### src/rtl/cond_exec_stage.sv
// Execute-stage condition check and Execute->Memory pipeline register.
// Holds the architectural NZCV flags and gates write enables by the condition result.
module cond_exec_stage #(
    parameter int N = 32
) (
    input  logic         clk,
    input  logic         reset,
    input  logic [3:0]   CondE,
    input  logic [1:0]   FlagWriteE,
    input  logic [3:0]   ALUFlags,
    input  logic [N-1:0] ALUResultE,
    input  logic [N-1:0] WriteDataE,
    input  logic [3:0]   WA3E,
    input  logic         PCSrcE,
    input  logic         RegWriteE,
    input  logic         MemWriteE,
    input  logic         MemtoRegE,
    input  logic         BranchE,
    input  logic         StallM,
    input  logic         FlushM,
    output logic         BranchTakenE,
    output logic         CondExE,
    output logic         PCSrcM,
    output logic         RegWriteM,
    output logic         MemWriteM,
    output logic         MemtoRegM,
    output logic [N-1:0] ALUResultM,
    output logic [N-1:0] WriteDataM,
    output logic [3:0]   WA3M,
    output logic [3:0]   FlagsQ
);

    logic [3:0]   flags_q, flags_d;
    logic         pcsrc_q, regwrite_q, memwrite_q, memtoreg_q;
    logic         pcsrc_d, regwrite_d, memwrite_d;
    logic [N-1:0] aluresult_q, writedata_q;
    logic [3:0]   wa3_q;

    logic flag_n, flag_z, flag_c, flag_v;
    logic cond_ex;
    logic advance;
    logic update_en;

    assign {flag_n, flag_z, flag_c, flag_v} = flags_q;

    // Conditions look only at stored flags, so a compare feeds the next instruction without a stall.
    always_comb begin
        cond_ex = 1'b1;
        case (CondE)
            4'b0000: cond_ex = flag_z;
            4'b0001: cond_ex = ~flag_z;
            4'b0010: cond_ex = flag_c;
            4'b0011: cond_ex = ~flag_c;
            4'b0100: cond_ex = flag_n;
            4'b0101: cond_ex = ~flag_n;
            4'b0110: cond_ex = flag_v;
            4'b0111: cond_ex = ~flag_v;
            4'b1000: cond_ex = flag_c & ~flag_z;
            4'b1001: cond_ex = ~flag_c | flag_z;
            4'b1010: cond_ex = (flag_n == flag_v);
            4'b1011: cond_ex = (flag_n != flag_v);
            4'b1100: cond_ex = ~flag_z & (flag_n == flag_v);
            4'b1101: cond_ex = flag_z | (flag_n != flag_v);
            4'b1110: cond_ex = 1'b1;
            default: cond_ex = 1'b1;
        endcase
    end

    assign CondExE      = cond_ex;
    assign BranchTakenE = BranchE & cond_ex & ~FlushM;

    assign advance   = ~StallM & ~FlushM;
    assign update_en = cond_ex & advance & ~reset;

    // Per-pair muxing keeps unselected ALU flag bits (possibly X) out of the register.
    always_comb begin
        flags_d = flags_q;
        if (update_en && FlagWriteE[1]) begin
            flags_d[3:2] = ALUFlags[3:2];
        end
        if (update_en && FlagWriteE[0]) begin
            flags_d[1:0] = ALUFlags[1:0];
        end
    end

    always_comb begin
        pcsrc_d    = PCSrcE    & cond_ex;
        regwrite_d = RegWriteE & cond_ex;
        memwrite_d = MemWriteE & cond_ex;
    end

    always_ff @(posedge clk) begin
        if (reset) begin
            flags_q     <= 4'b0000;
            pcsrc_q     <= 1'b0;
            regwrite_q  <= 1'b0;
            memwrite_q  <= 1'b0;
            memtoreg_q  <= 1'b0;
            aluresult_q <= '0;
            writedata_q <= '0;
            wa3_q       <= 4'b0000;
        end else begin
            flags_q <= flags_d;
            if (FlushM) begin
                // Bubble: kill controls, leave datapath as is.
                pcsrc_q    <= 1'b0;
                regwrite_q <= 1'b0;
                memwrite_q <= 1'b0;
                memtoreg_q <= 1'b0;
            end else if (!StallM) begin
                pcsrc_q     <= pcsrc_d;
                regwrite_q  <= regwrite_d;
                memwrite_q  <= memwrite_d;
                memtoreg_q  <= MemtoRegE;
                aluresult_q <= ALUResultE;
                writedata_q <= WriteDataE;
                wa3_q       <= WA3E;
            end
        end
    end

    assign FlagsQ     = flags_q;
    assign PCSrcM     = pcsrc_q;
    assign RegWriteM  = regwrite_q;
    assign MemWriteM  = memwrite_q;
    assign MemtoRegM  = memtoreg_q;
    assign ALUResultM = aluresult_q;
    assign WriteDataM = writedata_q;
    assign WA3M       = wa3_q;

endmodule

### config.mk
export PLATFORM = sky130hd
export DESIGN_NAME = cond_exec_stage
export DESIGN_NICKNAME = d
export VERILOG_FILES = /design/src/rtl/cond_exec_stage.sv
export SDC_FILE = /design/constraint.sdc
export NUM_CORES = 1
export LEC_CHECK = 0
export ABC_AREA = 1
export BUFFER_PORTS_ARGS = -buffer_cell sky130_fd_sc_hd__buf_2
export CAP_MARGIN = 20
export CORE_MARGIN = 2
export CORE_UTILIZATION = 44
export CTS_BUF_LIST = sky130_fd_sc_hd__clkbuf_16
export CTS_CLUSTER_SIZE = 24
export DETAILED_ROUTE_END_ITERATION = 7
export PLACE_DENSITY_LB_ADDON = 0.15
export SLEW_MARGIN = 20
export SYNTH_ARGS = -nofsm -noshare
export SYNTH_HDL_FRONTEND = slang
export SYNTH_SLANG_ARGS = --single-unit
### constraint.sdc
create_clock -name clk -period 1.5 [get_ports clk]
set_input_delay 0.3 -clock clk [delete_from_list [all_inputs] [get_ports clk]]
set_output_delay 0.3 -clock clk [all_outputs]
set_load 0.02 [all_outputs]
---- Yosys cells after proc, flatten, opt, wreduce, memory -nomap -nowiden ----
Cells that the tools add are included.
word-level totals
  flip-flop bits (word level) ............. 76
  bits in latches ......................... 0
  bits in writable memories ............... 0
  ROM bits ................................ 0
  bits of input ports ..................... 87
  word-level logic and storage cells ...... 49
  memories kept ........................... 0
operators by class
  add/sub/neg operators ................... 0
  multiply operators ...................... 0
  div/mod/pow operators ................... 0
  order comparisons ....................... 0
  equality and inequality tests ........... 15
  shift operators ......................... 0
  multiplexer cells ....................... 1
  bitwise operators ....................... 19
  reduce and logical (&&, ||, !) cells .... 5
operator list
  kind                                                              count
  4-bit == test (second input constant)                             6
  4-bit by 3-bit == test with 1-bit output (second input constant)  4
  1-bit one-hot mux with 14 select lines                            1
  1-bit AND                                                         10
  4-bit by 2-bit == test with 1-bit output (second input constant)  2
  1-bit NOT                                                         7
  4-bit by 1-bit == test with 1-bit output (second input constant)  1
  4-bit logical NOT                                                 1
  1-bit logical AND                                                 2
  1-bit bitwise OR                                                  2
  2-bit AND reduction                                               1
  2-bit OR reduction                                                1
  1-bit == test                                                     1
  1-bit != test                                                     1

---- Depth between registers and ports, before layout ----
  depth in word-level cells ............... 6
  gate-level depth with buffers ........... 14
  mapped depth without buffers ............ 12

---- Worst setup path before layout ----
OpenSTA, ideal clock, no wires.
  kind .................................... reg-to-output
  start point ............................. register flags_q[0] (netlist: FlagsQ[0])
  end point ............................... output port BranchTakenE
  arrival time ............................ 1.458 ns
  data required time ...................... 1.200 ns
  slack ................................... -0.258 ns
  cell stages (with the launch flop) ...... 12
  path buffers ............................ 1
  path through ............................ dfxtp_1 -> inv_1 -> nand2_2 -> nand3_2 -> nand2_1 -> nand2_1 -> nand2_1 -> inv_1 -> nand2_2 -> buf_6 -> nand2_1 -> nor2_1
between the ends
  cells in the longest elaborated chain, start to end .. 5
ends and longest elaborated chain
  element                                                RTL line  text
  from (decl)                                            33        logic [3:0] flags_q, flags_d;
  from (signal assigned)                                 103       flags_q <= flags_d;
  1-bit != test / 1-bit == test (equally long branches)  --
  1-bit bitwise OR / 1-bit AND (equally long branches)   63, 62
  1-bit one-hot mux with 14 select lines (*)             49        case (CondE)
  named net CondExE                                      22        output logic CondExE,
  1-bit AND (*) (2 in a row)                             70        assign BranchTakenE = BranchE & cond_ex & ~FlushM;
  to (decl)                                              21        output logic BranchTakenE,
The timed path passes the listed nets; every way through them passes the cells marked *.

---- Worst setup path after layout ----
  start point ............................. register flags_q[3] (netlist: FlagsQ[3])
  end point ............................... output port BranchTakenE
between the ends
  cells in the longest elaborated chain, start to end .. 5
ends and longest elaborated chain
  element                                                RTL line
  1-bit != test / 1-bit == test (equally long branches)  --
  1-bit bitwise OR / 1-bit AND (equally long branches)   63, 62
  1-bit one-hot mux with 14 select lines (*)             49
  1-bit AND (*) (2 in a row)                             70
Mark *: on every way between the ends. The rest lies on a longest branch, timed or not.

==> run metrics <==
PwrDens between 1000 and 1500 nW/um^2; RSZ-0062 raised after global routing yes; Starting Density 45.69%; die area 7299 um^2; die height 85.44 um; Metal-1 WL 3284 um; Layout Cells excl Fill between 600 and 700; WP data required 1.20 ns; post-route design area 4213 um^2; Storage cell area 1534 um^2; GRT Residual Overflow 0; dpl cells between 600 and 700; CTS tree built; Worst Path Max Fanout 5; worst slew pin tran 0.4064 ns; drt pass-1 iters 4; Final setup viols 2; Max Fclk 566.1 MHz; synthesized cell area 2918 um^2; min Tclk post-route 1.766 ns; synthesized area per cell 7.350 um^2; share of layout cells above drive strength 1 39.25%; DP HPWL 5313 um; via count 3100; area grow syn2layout 44.38%; startpoint types flip-flop; clk sinks 76; Fill cells between 500 and 600; cts hold-fix bufs 0; IR drop worst, VDD 0.0008281 V; GRT Total Usage 21.58%; RD Place Congestion 0.7974; Max Slew Vio Count 0; CTS H-Tree Depth 3; Leak 2.207 nW; Root Driver clkbuf_16; wire per inst 12.23 um; Die Wd 85.44 um; Num CTS Buffers 9; hold_ws about 0.2 ns; met2 WL 3851 um; WL met3 slightly above 600 um; status complete, but fails checks; Final period util 117.8%; PortBufs 164; Vias/cell 4.844; Yosys reg bits 76; multiplexer share of the synthesized area 0%; commonest non-fill, non-tap cell in the layout buf_2; ANT nets after route 0; commonest cells after routing, fill and taps aside 162 x buf_2, 142 x nor2_1, 72 x dfxtp_1; Synth Area in Adders 0%; compound-cell area share of the yosys netlist between 10% and 20%; PnR worst setup slack -0.2663 ns; max layer used met4; clk_skew 0.005906 ns; number of global-route vias before repair 2884; synth unique cells 23; multi-input logic area 1295 um^2; post-synthesis xor/xnor area fraction 0%; clk_lat worst skew 0.32 ns; io pins 165; final WL ~7800 um; syn nets ~480; Rel. slew slack 72.91%; largest family of logic cells by synthesized area simple AND/OR/NAND/NOR gates; CTS Buffer Depth 2; Crit. End Element primary output; crit path DAT between 1 and 1.5 ns; Antenna Cells 0; post-synthesis cell count 397; sequential share of the synthesized area 52.14%; CORE AREA 6386 um^2; crit path kind reg -> out; clk slew on worst S/H paths 0.06 ns; yosys warns 0; Synth Area in Simple Gates 28.90%; max-cap viol count 0; placed instance area 3814 um^2; final hold vios 0; initial antenna violation count 0; global-route wire length before repair roughly 13000 um; failing checks negative setup slack; row count 29; worst hold path class in -> reg; DRT iter0 DRCs between 70 and 80; nets 645; DRC 0; pin count of the biggest net entering global routing 69
[where the power goes]
group          switching (W)  total [W]  leakage (nW)  internal (W)
Clock               0.000802    0.00208         0.139       0.00128
Sequential         0.0000577    0.00220         0.629       0.00214
Combinational       0.000473   0.000760          1.44      0.000287
[cells in the mapped netlist]
cell / n / area (um^2)
nor2_2: 1 / 6.260
nor2_4: 2 / 22.52
inv_2: 2 / 7.510
nor3_1: 2 / 10.01
a21oi_1: 4 / 20.02
inv_4: 1 / 6.260
a21oi_2: 1 / 8.760
o21ai_1: 3 / 15.01
dfxtp_1: 76 / 1521
nand3b_1: 1 / 7.510
o21ai_0: 65 / 325.3
nand3_2: 2 / 20.02
nand4_1: 4 / 25.02
clkbuf_1: 17 / 63.81
nand3_1: 12 / 60.06
clkinv_1: 1 / 3.750
buf_2: 4 / 20.02
or2_2: 1 / 6.260
inv_1: 16 / 60.06
buf_6: 2 / 22.52
nor2_1: 143 / 536.8
nand2_2: 4 / 25.02
nand2_1: 33 / 123.9
[layer usage]
layer  vias to the layer above  global-route usage [%]
met5                         -                       0
met4                         0                   7.215
met3                         6                   7.296
met2                       116                   38.57
met1                      1392                   23.91
li1                       1586                       -
[layout make-up]
class,count,share of cell area (%)
clock buffer,9,5.346
clock inverter,7,1.574
inverter,20,1.960
multi-input combinational,278,30.74
sequential,76,36.41
tap,77,2.287
timing repair buffer,173,21.68
[flip-flops by register name, indices dropped and copies added (netlist names)]
| register | count |
|---|---|
| ALUResultM | 32 |
| WriteDataM | 32 |
| FlagsQ | 4 |
| WA3M | 4 |
| MemWriteM | 1 |
| MemtoRegM | 1 |
| PCSrcM | 1 |
| RegWriteM | 1 |
[critical path, cell delays in order, from the launching register on]
cell and delay [ns]:
dfxtp_4 0.41, inv_4 0.06, nand2_4 0.07, nand3_4 0.07, nand2_2 0.06, nand2_1 0.04
nand2_1 0.07, inv_2 0.04, nand2_4 0.07, nand2_2 0.06, nor2_4 0.08, buf_6 0.12
[logic make-up (layout without fill, tap and decap cells)]
logic type,Yosys count,in the layout
AOI/OAI and AO/OA,73,73
and+or+nand+nor,205,205
buffers and inverters,43,209
DFF,76,76
[path summary, 6_finish.rpt]
kind	endpoint	from	slack, ns	cells past startpoint
setup / recovery	BranchTakenE	FlagsQ[3]	-0.27	11
hold / removal	WriteDataM[30]	WriteDataE[30]	0.20	3
setup reg to reg	FlagsQ[3]	FlagsQ[3]	0.07	13
hold reg to reg	MemWriteM	MemWriteM	0.47	2
[stage by stage]
step | power [W] | setup slack [ns] | utilization [%] | TNS [ns]
finish | 0.005041 | -0.2663 | 65.97 | -0.4283
global route | 0.005277 | -0.3699 | 65.97 | -0.7514
CTS | 0.005060 | -0.2621 | 64.81 | -0.4432
detailed placement | 0.002975 | -0.07428 | 59.72 | -0.1045
global placement | 0.002962 | -0.05088 | 59.72 | -0.05088
floorplan | 0.002668 | 0.003587 | - | 0
[what timing repair did]
| item | in CTS | in global routing |
|---|---|---|
| gates resized for setup | 7 | 18 |
| pin swaps | 7 | 7 |
| endpoints found under the setup margin | 2 | 9 |
| buffers inserted | 2 | 2 |
(Power assumes the default switching activity.)
